**src/rtl/rf_wport_arbiter_pkg.sv**
```systemverilog
// rtl/rf_wport_arbiter_pkg.sv - shared widths and arbiter FSM state encoding
package rf_wport_arbiter_pkg;

  localparam int REG_W = 5;
  localparam int XLEN  = 32;

  typedef enum logic [1:0] {
    ARB_IDLE  = 2'd0,
    ARB_WAIT  = 2'd1,
    ARB_FORCE = 2'd2
  } arb_state_e;

endpackage

```
**src/rtl/rf_wb_fifo.sv**
```systemverilog
// rtl/rf_wb_fifo.sv - sync FIFO of pending long-unit writebacks with per-entry rd visibility
module rf_wb_fifo
  import rf_wport_arbiter_pkg::*;
#(
  parameter int DEPTH = 4
) (
  input  logic                    clk,
  input  logic                    rst,
  input  logic                    push_i,
  input  logic [REG_W-1:0]        push_rd_i,
  input  logic [XLEN-1:0]         push_data_i,
  input  logic                    pop_i,
  output logic [REG_W-1:0]        head_rd_o,
  output logic [XLEN-1:0]         head_data_o,
  output logic                    full_o,
  output logic                    empty_o,
  output logic [$clog2(DEPTH):0]  count_o,
  output logic [DEPTH-1:0]        ent_valid_o,
  output logic [REG_W-1:0]        ent_rd_o [DEPTH]
);

  localparam int PW = $clog2(DEPTH);
  localparam logic [PW:0] FULL_CNT = (PW+1)'(DEPTH);

  logic [PW-1:0]    wr_ptr_q, rd_ptr_q;
  logic [PW:0]      count_q;
  logic [DEPTH-1:0] valid_q;
  logic [REG_W-1:0] rd_mem_q   [DEPTH];
  logic [XLEN-1:0]  data_mem_q [DEPTH];
  logic             do_push, do_pop;

  assign full_o  = (count_q == FULL_CNT);
  assign empty_o = (count_q == '0);
  assign do_push = push_i && !full_o;
  assign do_pop  = pop_i && !empty_o;

  always_ff @(posedge clk or negedge rst) begin
    if (!rst) begin
      wr_ptr_q <= '0;
      rd_ptr_q <= '0;
      count_q  <= '0;
      valid_q  <= '0;
    end else begin
      // Push and pop never hit the same slot: push needs !full, pop needs !empty.
      if (do_push) begin
        wr_ptr_q          <= wr_ptr_q + PW'(1);
        valid_q[wr_ptr_q] <= 1'b1;
      end
      if (do_pop) begin
        rd_ptr_q          <= rd_ptr_q + PW'(1);
        valid_q[rd_ptr_q] <= 1'b0;
      end
      count_q <= count_q + (PW+1)'(do_push) - (PW+1)'(do_pop);
    end
  end

  always_ff @(posedge clk) begin
    if (do_push) begin
      rd_mem_q[wr_ptr_q]   <= push_rd_i;
      data_mem_q[wr_ptr_q] <= push_data_i;
    end
  end

  assign head_rd_o   = rd_mem_q[rd_ptr_q];
  assign head_data_o = data_mem_q[rd_ptr_q];
  assign count_o     = count_q;
  assign ent_valid_o = valid_q;
  assign ent_rd_o    = rd_mem_q;

endmodule

```
**src/rtl/rf_wport_arbiter.sv**
```systemverilog
// rtl/rf_wport_arbiter.sv - shares the regfile write port between writeback and a queued long unit
module rf_wport_arbiter
  import rf_wport_arbiter_pkg::*;
#(
  parameter int DEPTH    = 4,
  parameter int MAX_WAIT = 8
) (
  input  logic             clk,
  input  logic             rst,
  input  logic             wb_en_i,
  input  logic [REG_W-1:0] wb_rd_i,
  input  logic [XLEN-1:0]  wb_data_i,
  output logic             wb_stall_o,
  input  logic             lu_valid_i,
  input  logic [REG_W-1:0] lu_rd_i,
  input  logic [XLEN-1:0]  lu_data_i,
  output logic             lu_ready_o,
  output logic             rf_w_en_o,
  output logic [REG_W-1:0] rf_rd_o,
  output logic [XLEN-1:0]  rf_data_o,
  input  logic [REG_W-1:0] rs1_id_i,
  input  logic [REG_W-1:0] rs2_id_i,
  input  logic [REG_W-1:0] rd_chk_id_i,
  output logic             hazard_o
);

  localparam int PW = $clog2(DEPTH);
  localparam int CW = $clog2(MAX_WAIT) + 1;
  localparam logic [CW-1:0] WAIT_LAST = CW'(MAX_WAIT - 1);

  arb_state_e       state_q;
  logic [CW-1:0]    wait_cnt_q, wait_cnt_d;

  logic             fifo_push, fifo_pop, fifo_full, fifo_empty;
  logic [REG_W-1:0] head_rd;
  logic [XLEN-1:0]  head_data;
  logic [PW:0]      fifo_count, count_next;
  logic [DEPTH-1:0] ent_valid;
  logic [REG_W-1:0] ent_rd [DEPTH];

  logic             wb_live, force_drain, hazard;

  // x0 results are acknowledged but never stored.
  assign lu_ready_o  = !fifo_full;
  assign fifo_push   = lu_valid_i && !fifo_full && (lu_rd_i != '0);
  assign wb_live     = wb_en_i && (wb_rd_i != '0);
  assign force_drain = (state_q == ARB_FORCE) && !fifo_empty;
  assign fifo_pop    = !fifo_empty && (force_drain || !wb_live);
  assign wb_stall_o  = force_drain;
  assign count_next  = fifo_count + (PW+1)'(fifo_push) - (PW+1)'(fifo_pop);
  assign wait_cnt_d  = wait_cnt_q + CW'(1);

  rf_wb_fifo #(
    .DEPTH (DEPTH)
  ) u_fifo (
    .clk         (clk),
    .rst         (rst),
    .push_i      (fifo_push),
    .push_rd_i   (lu_rd_i),
    .push_data_i (lu_data_i),
    .pop_i       (fifo_pop),
    .head_rd_o   (head_rd),
    .head_data_o (head_data),
    .full_o      (fifo_full),
    .empty_o     (fifo_empty),
    .count_o     (fifo_count),
    .ent_valid_o (ent_valid),
    .ent_rd_o    (ent_rd)
  );

  always_comb begin
    rf_w_en_o = 1'b0;
    rf_rd_o   = '0;
    rf_data_o = '0;
    if (force_drain || (!wb_live && !fifo_empty)) begin
      rf_w_en_o = 1'b1;
      rf_rd_o   = head_rd;
      rf_data_o = head_data;
    end else if (wb_live) begin
      rf_w_en_o = 1'b1;
      rf_rd_o   = wb_rd_i;
      rf_data_o = wb_data_i;
    end
  end

  // The FORCE decision uses the incremented count so the forced drain lands
  // MAX_WAIT cycles after the head started waiting.
  always_ff @(posedge clk or negedge rst) begin
    if (!rst) begin
      state_q    <= ARB_IDLE;
      wait_cnt_q <= '0;
    end else begin
      unique case (state_q)
        ARB_IDLE: begin
          wait_cnt_q <= '0;
          if (fifo_push) state_q <= ARB_WAIT;
        end
        ARB_WAIT: begin
          if (fifo_pop) begin
            wait_cnt_q <= '0;
            if (count_next == '0) state_q <= ARB_IDLE;
          end else begin
            wait_cnt_q <= wait_cnt_d;
            if (wait_cnt_d >= WAIT_LAST) state_q <= ARB_FORCE;
          end
        end
        ARB_FORCE: begin
          wait_cnt_q <= '0;
          state_q    <= (count_next == '0) ? ARB_IDLE : ARB_WAIT;
        end
        default: begin
          wait_cnt_q <= '0;
          state_q    <= ARB_IDLE;
        end
      endcase
    end
  end

  always_comb begin
    hazard = 1'b0;
    for (int i = 0; i < DEPTH; i++) begin
      if (ent_valid[i] && (ent_rd[i] != '0) &&
          ((ent_rd[i] == rs1_id_i) || (ent_rd[i] == rs2_id_i) || (ent_rd[i] == rd_chk_id_i)))
        hazard = 1'b1;
    end
  end

  assign hazard_o = hazard;

endmodule

```
**config.mk**
```make
export PLATFORM = sky130hd
export DESIGN_NAME = rf_wport_arbiter
export DESIGN_NICKNAME = d
export VERILOG_FILES = /design/src/rtl/rf_wport_arbiter_pkg.sv /design/src/rtl/rf_wb_fifo.sv /design/src/rtl/rf_wport_arbiter.sv
export SDC_FILE = /design/constraint.sdc
export NUM_CORES = 1
export LEC_CHECK = 0
export CAP_MARGIN = 5
export CORE_MARGIN = 2
export CORE_UTILIZATION = 25
export DETAILED_ROUTE_END_ITERATION = 16
export PLACE_DENSITY = 0.51
export SYNTH_ARGS = -nofsm -noshare
export SYNTH_HDL_FRONTEND = slang
export SYNTH_SLANG_ARGS = --single-unit
```
**constraint.sdc**
```tcl
create_clock -name clk -period 2.9 [get_ports clk]
set_clock_uncertainty 0.2 [all_clocks]
set_input_delay 0.58 -clock clk [delete_from_list [all_inputs] [get_ports clk]]
set_output_delay 0.58 -clock clk [all_outputs]
set_load 0.01 [all_outputs]
```
# Word-level counts from Yosys, hierarchy flattened
# Memory sizes are Yosys's and may differ from the RTL's.
# Index checks and enable logic that the tools add are counted.
totals:
  memories: 1
  out_inout_bits: 41
  regBits: 37
  ram_bits: 128
  input_bits: 93
op_classes:
  addsub: 7
  reduce_logical: 42
  n_eq_ne: 18
  bitwise: 5
  n_lt_le_gt_ge: 8
  n_mux: 32
mem_list:
  columns: ["name", "words", "word_bits", "rd", "rd_ports_with_merged_regs", "wr", "line_no", "source"]
  rows:
  - ["u_fifo.data_mem_q", 4, 32, 1, 0, 1, "rf_wb_fifo.sv:29", "logic [XLEN-1:0] data_mem_q [DEPTH];"]
ops:
  columns: ["cell", "n"]
  rows:
  - ["$mux W32", 2]
  - ["$eq A5 B5 Y1", 12]
  - ["$reduce_bool A5 Y1", 6]
  - ["$mux W5", 5]
  - ["$bwmux W20", 1]
  - ["$logic_and A1 B1 Y1", 19]
  - ["$mux W4", 4]
  - ["$mux W1", 11]
  - ["$bmux W5 S2", 1]
  - ["$demux W5 S2", 1]
  - ["$logic_or A1 B1 Y1", 10]
  - ["$mux W2", 4]
  - ["$add A3 B1 Y3", 2]
  - ["$ge A3 B3 Y1 const B", 2]
  - ["$logic_not A3 Y1", 2]
  - ["$lt A2 B3 Y1 const B", 2]
  - ["$ne A3 B3 Y1 const B", 2]
  - ["$not A2 Y3", 2]
  - ["$pmux W2 S3", 1]
  - ["$sub A3 B1 Y3", 2]
  - ["$add A2 B1 Y2 const B", 2]
  - ["$add A4 B1 Y4 const B", 1]
  - ["$and A4 B4 Y4", 1]
  - ["$demux W1 S2", 2]
  - ["12 further kinds", 15]

# Depth between registers and ports, before layout
# Gate-level depths: netlist of run 1.
depth:
  ltp_word: 10
  ltp_mapped: 13
  depth_no_buf: 12

# By module
# Synthesis of run 1 repeated with hierarchy kept, for this count alone.
hier_totals:
  hier_cells: 455
  area_unflattened_um2: 7642.3
by_module_without_submodules:
  columns: ["mod", "cells_each", "area_per_inst_um2", "seq_area_each_um2", "n_inst"]
  rows:
  - ["rf_wb_fifo", 261, 6024.5, 4719.5, 1]
  - ["rf_wport_arbiter", 194, 1617.8, 150.1, 1]

# Worst setup path before layout of run 1
# No wires, ideal clock.
synth_timing:
  kind: "input-to-reg"
  startpoint: "input wb_rd_i[4]"
  endpoint: "register state_q[0]"
  required_time_ns: 2.567
  t_arrival_ns: 3.272
  setup_ns: 0.133
  n_path_buf: 1
  slack_ns: -0.705
  path_stages: 12
  path_cell_list: "or4_1 o21ai_2 inv_2 a21oi_4 buf_6 ha_1 inv_1 ha_1 fa_1 o311a_1 a211oi_1 o32ai_1"
synth_between:
  elab_chain_len: 9
synth_rtl:
  columns: ["element", "line_no", "source"]
  rows:
  - ["start, declared", "rf_wport_arbiter.sv:11", "input logic [REG_W-1:0] wb_rd_i,"]
  - ["$reduce_bool A5 Y1 (*)", "rf_wport_arbiter.sv:46", "assign wb_live = wb_en_i && (wb_rd_i != '0);"]
  - ["$logic_and A1 B1 Y1 (*)", "rf_wport_arbiter.sv:46", null]
  - ["$logic_not A1 Y1 (*)", "rf_wport_arbiter.sv:48", "assign fifo_pop = !fifo_empty && (force_drain || !wb_live);"]
  - ["$logic_or A1 B1 Y1 (*)", "rf_wport_arbiter.sv:48", null]
  - ["$logic_and A1 B1 Y1 (*)", "rf_wport_arbiter.sv:48", null]
  - ["$sub A3 B1 Y3", "rf_wport_arbiter.sv:50", "assign count_next = fifo_count + (PW+1)'(fifo_push) - (PW+1)'(fifo_pop);"]
  - ["$logic_not A3 Y1", "rf_wport_arbiter.sv:101, rf_wport_arbiter.sv:109", null]
  - ["$ne A3 B3 Y1 (no line) / $mux W1 (equally long branches)", null, null]
  - ["$reduce_and A3 Y1 (no line) / $pmux W2 S3 (equally long branches)", null, null]
  - ["end signal, assigned", "rf_wport_arbiter.sv:109", "state_q <= (count_next == '0) ? ARB_IDLE : ARB_WAIT;"]
  - ["end, declared", "rf_wport_arbiter.sv:31", "arb_state_e state_q;"]
# Mark *: on every way between the ends. The rest lies on a longest branch, timed or not.
# A chain may end at the register's enable or synchronous reset.

# Worst setup path after layout of run 1
layout_timing:
  startpoint: "input wb_rd_i[4]"
  endpoint: "output rf_data_o[0]"
layout_between:
  elab_chain_len: 6
layout_rtl:
  columns: ["element", "line_no", "source"]
  rows:
  - ["$reduce_bool A5 Y1 (*)", "rf_wport_arbiter.sv:46", null]
  - ["$logic_and A1 B1 Y1 (*)", "rf_wport_arbiter.sv:46", null]
  - ["$logic_not A1 Y1", "rf_wport_arbiter.sv:75", "if (force_drain || (!wb_live && !fifo_empty)) begin"]
  - ["$logic_and A1 B1 Y1", "rf_wport_arbiter.sv:75", null]
  - ["$logic_or A1 B1 Y1", "rf_wport_arbiter.sv:75", null]
  - ["$mux W32 (*)", "rf_wport_arbiter.sv:75", null]
  - ["end, declared", "rf_wport_arbiter.sv:20", "output logic [XLEN-1:0] rf_data_o,"]
# Marks and branches as above.

==> results.md, run 1 <==
* Comb pwr share at 0.389
* Fin crit period at 3.09 ns
* WS Path Type: input port to output pin
* Worst-Margin Slew at 0.441 ns
* Layout net count at 748
* Syn Std Cell Area at around 0.0075 mm2
* HP Start: state_q[1]
* Post-Syn Instances at 437
* Top FF cell, synth: edfxtp_1
* CP Capture Type: output pin
* CP Max Fanout at 5
* Total gr overflow at 0
* Largest net degree at the start of global routing at 29
* Failing checks: setup timing
* Post-synth EDFFs at 148
* Hold slack at approximately 0.3 ns
* Placed instance area at 0.00984 mm2
* Switching share of power at 0.319
* Vias in the first global route at 5168
* Async S/R FF share, synth at 0.103
* Final Hold Viols at 0
* Reg2Reg Setup Slack at 0 ns
* Post-Syn Nets at between 500 and 600
* H-Tree Depth at 4
* Area growth, synth to finish at 40.2%
* Status: finished, violations left
* R2R depth at 12
* Total die area at 0.0313 mm2
* Antenna-violating nets left at 0
* CTS tree: yes
* GPL Wtd Cong at 0.848
* Commonest cells after routing, fill and taps aside: edfxtp_1 (148), clkdlybuf4s50_1 (80), buf_4 (47)
* Worst-path clk slew at 0.06 ns
* Final Cell Area at approximately 0.010 mm2
* Clock sink count at 165
* Tightest Hold Check Type: flop to flop
* Register area share after synthesis at 0.651
* # DRC at 0
* I/O Pins at 134
* CTS Buf Count at 17
* CP Launch Type: input port
* Number of port buffers at 133
* Deepest clock path buffer count at 2
* Synth unique cells at 36
* Worst r2r dst: state_q[0]
* Hold path cells at 1
* Avg WL per Cell at 19.7 um
* Flop pwr share at 0.381
* Setup slack after layout at -0.193 ns
* Share of the synthesized area in the top cell type at 0.594
* Fin. max-slew vios at 0
* Pint at 6.00 mW
* Largest cells by area after synthesis: edfxtp_1 (59%), mux4_2 (11%), dfrtp_1 (5.7%)
* Initial DRT Pass Iterations at 4
* Global-route wire length before repair at 30800 um
* Final setup fails at 39
* Clk Tree Root Cell: clkbuf_16
* Site Rows at 63
* #FFs+latches synth at 165
* Power density cells at 841 mW/mm2
* Die width at roughly 180 um
* Fin crit share at 1.07
* Initial core utilization at 0.253
* Clock share of power at 0.230
* Placed insts at 996
* Via count at approximately 4.7k
* Reg-to-Reg Start: u_fifo.count_o[2]
* Total track usage at 0.134
* Vias per cell at 4.50
* Layout cells sized above 1 at 0.302
* Routed wire length at 20600 um
* Worst Hold End: state_q[0]
* Worst endpoint data arrival time at around 2.3 ns
* Max-cap viol count at 0
* Setup_tns at -4.85 ns
* Headroom to the max-slew limit at 0.706
* RSZ-0062 raised after global routing: true
* DPL Wire Length at between 10000 and 15000 um
* Psw at 2.81 mW
* Leading cell type in the layout, fill and taps excluded: edfxtp_1
* Syn avg cell area at 17.1 um2
* Post-cts hold buffer count at 0
* Leakage at ~3.8 nW
* Initial antenna violation count at 3
* Worst-Skew Late Latency at 0.41 ns
* Worst VDD drop at just over 400 uV
* Layout Utilization at 0.355
* Post-Place Setup Slack at -0.954 ns
* Fmax at 0.323 GHz
* First-iteration detailed-routing DRC count at 213
* Post-Layout Cell Count at 1044
* Synth warn at 0
* Core box area at 0.0296 mm2
* Die Y at approximately 180 um
* Pwr Total at 8.81 mW
* Worst EP required at 2.12 ns
* Synth area leader: edfxtp_1
flip-flops by register name (all words and copies together) (netlist names):
register and flops:
u_fifo.data_mem_q 128, u_fifo.ent_rd_o 20, u_fifo.ent_valid_o 4, wait_cnt_q 4, u_fifo.count_o 3, state_q 2
u_fifo.rd_ptr_q 2, u_fifo.wr_ptr_q 2
power by group through the flow:
| stage | Clock [mW] | Combinational, mW | Sequential (mW) |
|---|---|---|---|
| 4_1_cts | 2.10 | 3.49 | 3.36 |
| 3_5_place_dp | 0 | 3.41 | 3.40 |
| 3_3_place_gp | 0 | 3.38 | 3.37 |
| 5_1_grt | 2.18 | 3.74 | 3.40 |
| 6_report | 2.03 | 3.43 | 3.36 |
| 2_1_floorplan | 0 | 1.92 | 3.36 |
repair_timing:
action                                 in CTS  in global routing
setup buffers                               7                  3
cloned                                      5                  2
pin swaps                                  24                 21
endpoints found under the hold margin       0                  0
resized for setup                         189                 10
setup endpoints to repair                  40                 39
layer usage:
metal / global-route usage / wire length (um) / part of all wire
met1: 0.167 / 8850 / 0.43
met5: 0 / 0 / 0
met3: 0.0326 / 955 / 0.046
met2: 0.229 / 10400 / 0.50
met4: 0.0420 / 383 / 0.019
worst max-delay path by stage:
| stage | startpoint | cells past startpoint | to | slack, ns |
|---|---|---|---|---|
| 2_1_floorplan | wb_rd_i[0] | 13 | state_q[0] | -0.59 |
| 3_3_place_gp | wb_rd_i[0] | 8 | rf_data_o[12] | -0.92 |
| 3_5_place_dp | wb_rd_i[0] | 8 | rf_data_o[12] | -0.95 |
| 4_1_cts | u_fifo.ent_rd_o[10] | 5 | hazard_o | -0.17 |
| 5_1_grt | wb_rd_i[4] | 14 | state_q[0] | -0.27 |
| 6_report | wb_rd_i[4] | 10 | rf_data_o[0] | -0.19 |
cells in the mapped netlist (5+ instances only):
master and count:
a22o_1 37, buf_2 6, clkbuf_1 10, dfrtp_1 17, edfxtp_1 148, ha_1 14
inv_1 13, mux4_2 37, nand2_1 5, nand3_1 14, nor2_1 8, nor3_1 14
o21ai_0 5, or4_1 7, xnor2_1 29, xor2_1 38
final cells by class:
class,instances,area (um2)
multi-input combinational,237,2520
inverter,14,52.6
tap,390,488
fill,2821,19100
clock inverter,13,100
antenna,2,5.00
sequential,165,4870
clock buffer,19,433
timing repair buffer,204,2010
kinds of logic after synthesis:
logic type / share of synthesized area
AOI/OAI and AO/OA: 0.0676
buffers and inverters: 0.0226
adders and majority gates: 0.0288
DFF: 0.651
muxes: 0.113
xor gates and xnor gates: 0.0785
and+or+nand+nor: 0.0383
critical path, cell delays in order:
cell       delay, ns
buf_6           0.09
or4_4           0.53
o21ai_4         0.15
inv_2           0.07
a21oi_4         0.21
buf_12          0.14
buf_12          0.13
clkbuf_16       0.16
a22o_1          0.12
buf_2           0.12
Note: power is estimated with default switching activity, not from simulation.
==> inputs of run 2 (changes only) <==
GPL_TIMING_DRIVEN = 0   (was not set)
==> run 2 against run 1 <==
  * The run still ends with setup timing left
  * Combinational power fell by 6.1%
  * Sequential power barely moved
  * Cell area fell by 1.6%
  * Clock power rose by 20%
  * Total power rose by 2.5%
  * Sequential share of layout area rose by 0.69 points
  * Fmax fell by 4.1%
  * Hold slack improved by 0.0013 ns
  * Global-route usage fell by 0.44 points
  * Critical endpoint is now state_q[0]
  * Largest cell class unchanged
==> results.md, run 2 (synthesis gave the netlist of run 1 again) <==
* Reg2Reg Setup Slack at about 0.020 ns
* Setup_tns at -8.62 ns
* Layout cells sized above 1 at 0.270
* GPL Wtd Cong at 0.801
* Worst-path clk slew at 0.07 ns
* Multi-input logic area at 0.00252 mm2
* Die width at 177 um
* Leading cell type in the layout, fill and taps excluded: edfxtp_1
* CP Launch Type: input port
* Final Hold Viols at 0
* Met3 GRT Util at 0.0331
* Hold slack at 0.302 ns
* Layout net count at between 700 and 800
* CP max stage cell: or4_4
* Worst-Margin Slew at 0.902 ns
* Initial antenna violation count at 0
* Number of inserted diodes at 0
* Worst setup startpoint: wb_rd_i[4]
* DPL Wire Length at 13600 um
* Fin crit share at 1.11
* Total gr overflow at 0
* Final setup fails at 39
* Commonest cells after routing, fill and taps aside: edfxtp_1 (148), clkdlybuf4s50_1 (75), xor2_1 (38)
* Antenna-violating nets left at 0
* Max reg flops at 128
* GRT met1 Usage at 0.161
* Global-route wire length before repair at 29800 um
* Worst endpoint data arrival time at 3.31 ns
* CP Max Fanout at 5
* Number of port buffers at between 100 and 150
* Vias in the first global route at 5013
* Max-cap viol count at 0
* Reg-to-Reg Start: u_fifo.count_o[2]
* Vias per cell at 4.54
* Routed wire length at 20100 um
* Max incr delay on CP at 0.54 ns
* CTS Buf Count at 17
* Worst setup endpoint: state_q[0]
* M2 GR Usage at 0.226
* Clk Tree Root Cell: clkbuf_16
* Setup slack after layout at -0.324 ns
* Worst-Skew Late Latency at 0.41 ns
* Site Rows at 63
* Layout Utilization at 0.349
* First-iteration detailed-routing DRC count at 225
* # DRC at 0
* Power density cells at between 800 and 900 mW/mm2
* Deepest clock path buffer count at 2
* Post-Place Setup Slack at -1.43 ns
* Failing checks: setup timing
* Via count at 4664
* Total die area at 0.0313 mm2
* Register area at around 0.005 mm2
* Global route hottest layer: met2
* Headroom to the max-slew limit at 0.397
* Worst VDD drop at 392 uV
* Top reg by flops: u_fifo.data_mem_q
* Core box area at 0.0296 mm2
* Fmax at 0.310 GHz
* Fin. max-slew vios at 0
* Worst r2r dst: state_q[0]
* Initial DRT Pass Iterations at 4
* CTS tree: yes
* WS Path Type: input port to flop
* I/O Pins at 134
* Tightest Hold Check Type: flop to flop
* Worst EP required at 2.99 ns
* H-Tree Depth at 4
* Area growth, synth to finish at 38.0%
* Largest net degree at the start of global routing at 27
* Leakage at 3.72 nW
* CP Capture Type: flop
* Fin crit period at 3.22 ns
* Die Y at between 150 and 200 um
* FILL cells at 2867
* Status: finished, violations left
* Total track usage at 0.130
* Initial core utilization at 0.253
* R2R depth at 12
* RSZ-0062 raised after global routing: true
* Clock sink count at around 170
* Critical-path cell list: buf_6, or4_4, o21ai_4, inv_2, a21oi_4, buf_12, buf_12, ha_4, inv_2, ha_4, fa_2, o311a_1, a211oi_2, o32ai_1
* Avg WL per Cell at ~20 um
==> run 2: layout make-up <==
cell class,instances,area share
sequential,165,0.472
multi-input combinational,237,0.244
timing repair buffer,170,0.152
tap,390,0.0473
clock buffer,17,0.0412
clock inverter,15,0.0207
buffer,20,0.0176
inverter,14,0.00509
==> run 2: worst min path at each step <==
stage	start	end	slack [ns]	depth (start not counted)
final	state_q[1]	state_q[0]	0.30	1
after global placement	state_q[1]	state_q[0]	0.28	1
after CTS	state_q[1]	state_q[0]	0.31	1
after detailed placement	state_q[1]	state_q[0]	0.30	1
after floorplan	rst	state_q[0]	0.08	0
after global routing	state_q[1]	state_q[0]	0.32	1
==> run 2: critical path: cells and delay by family <==
| family | cells | cell delay (ns) |
|---|---|---|
| buf+inv | 5 | 0.46 |
| compound gates | 5 | 0.95 |
| simple gates | 1 | 0.54 |
| fa+ha+maj | 3 | 0.75 |
==> run 2: what timing repair did <==
| action | in CTS | in global routing |
|---|---|---|
| buffers inserted | 27 | 10 |
| hold buffers | 0 | 0 |
| pin swaps | 24 | 8 |
| resized for setup | 144 | 40 |
| cloned | 1 | 1 |
| setup endpoints to repair | 139 | 39 |
==> run 2: stage by stage <==
| step | area, um2 | cells | total power, mW |
|---|---|---|---|
| 3_3_place_gp | 9290 | 955 | 6.48 |
| 5_1_grt | 10300 | 1028 | 9.52 |
| 6_report | 10300 | 1028 | 9.03 |
| 2_1_floorplan | 7520 | 437 | 5.28 |
| 3_5_place_dp | 9380 | 959 | 6.61 |
| 4_1_cts | 10300 | 1019 | 9.18 |
==> run 2: where the power goes <==
group	switching, mW	internal [mW]
logic	1.60	1.62
registers	0.237	3.14
clock network	0.972	1.47
total	2.81	6.23
==> run 2: layer usage <==
metal  wire length (um)  vias up
li1                   -     2102
met3               1180       11
met5                  0        -
met2              10300      147
met4                157        0
met1               8480     2404
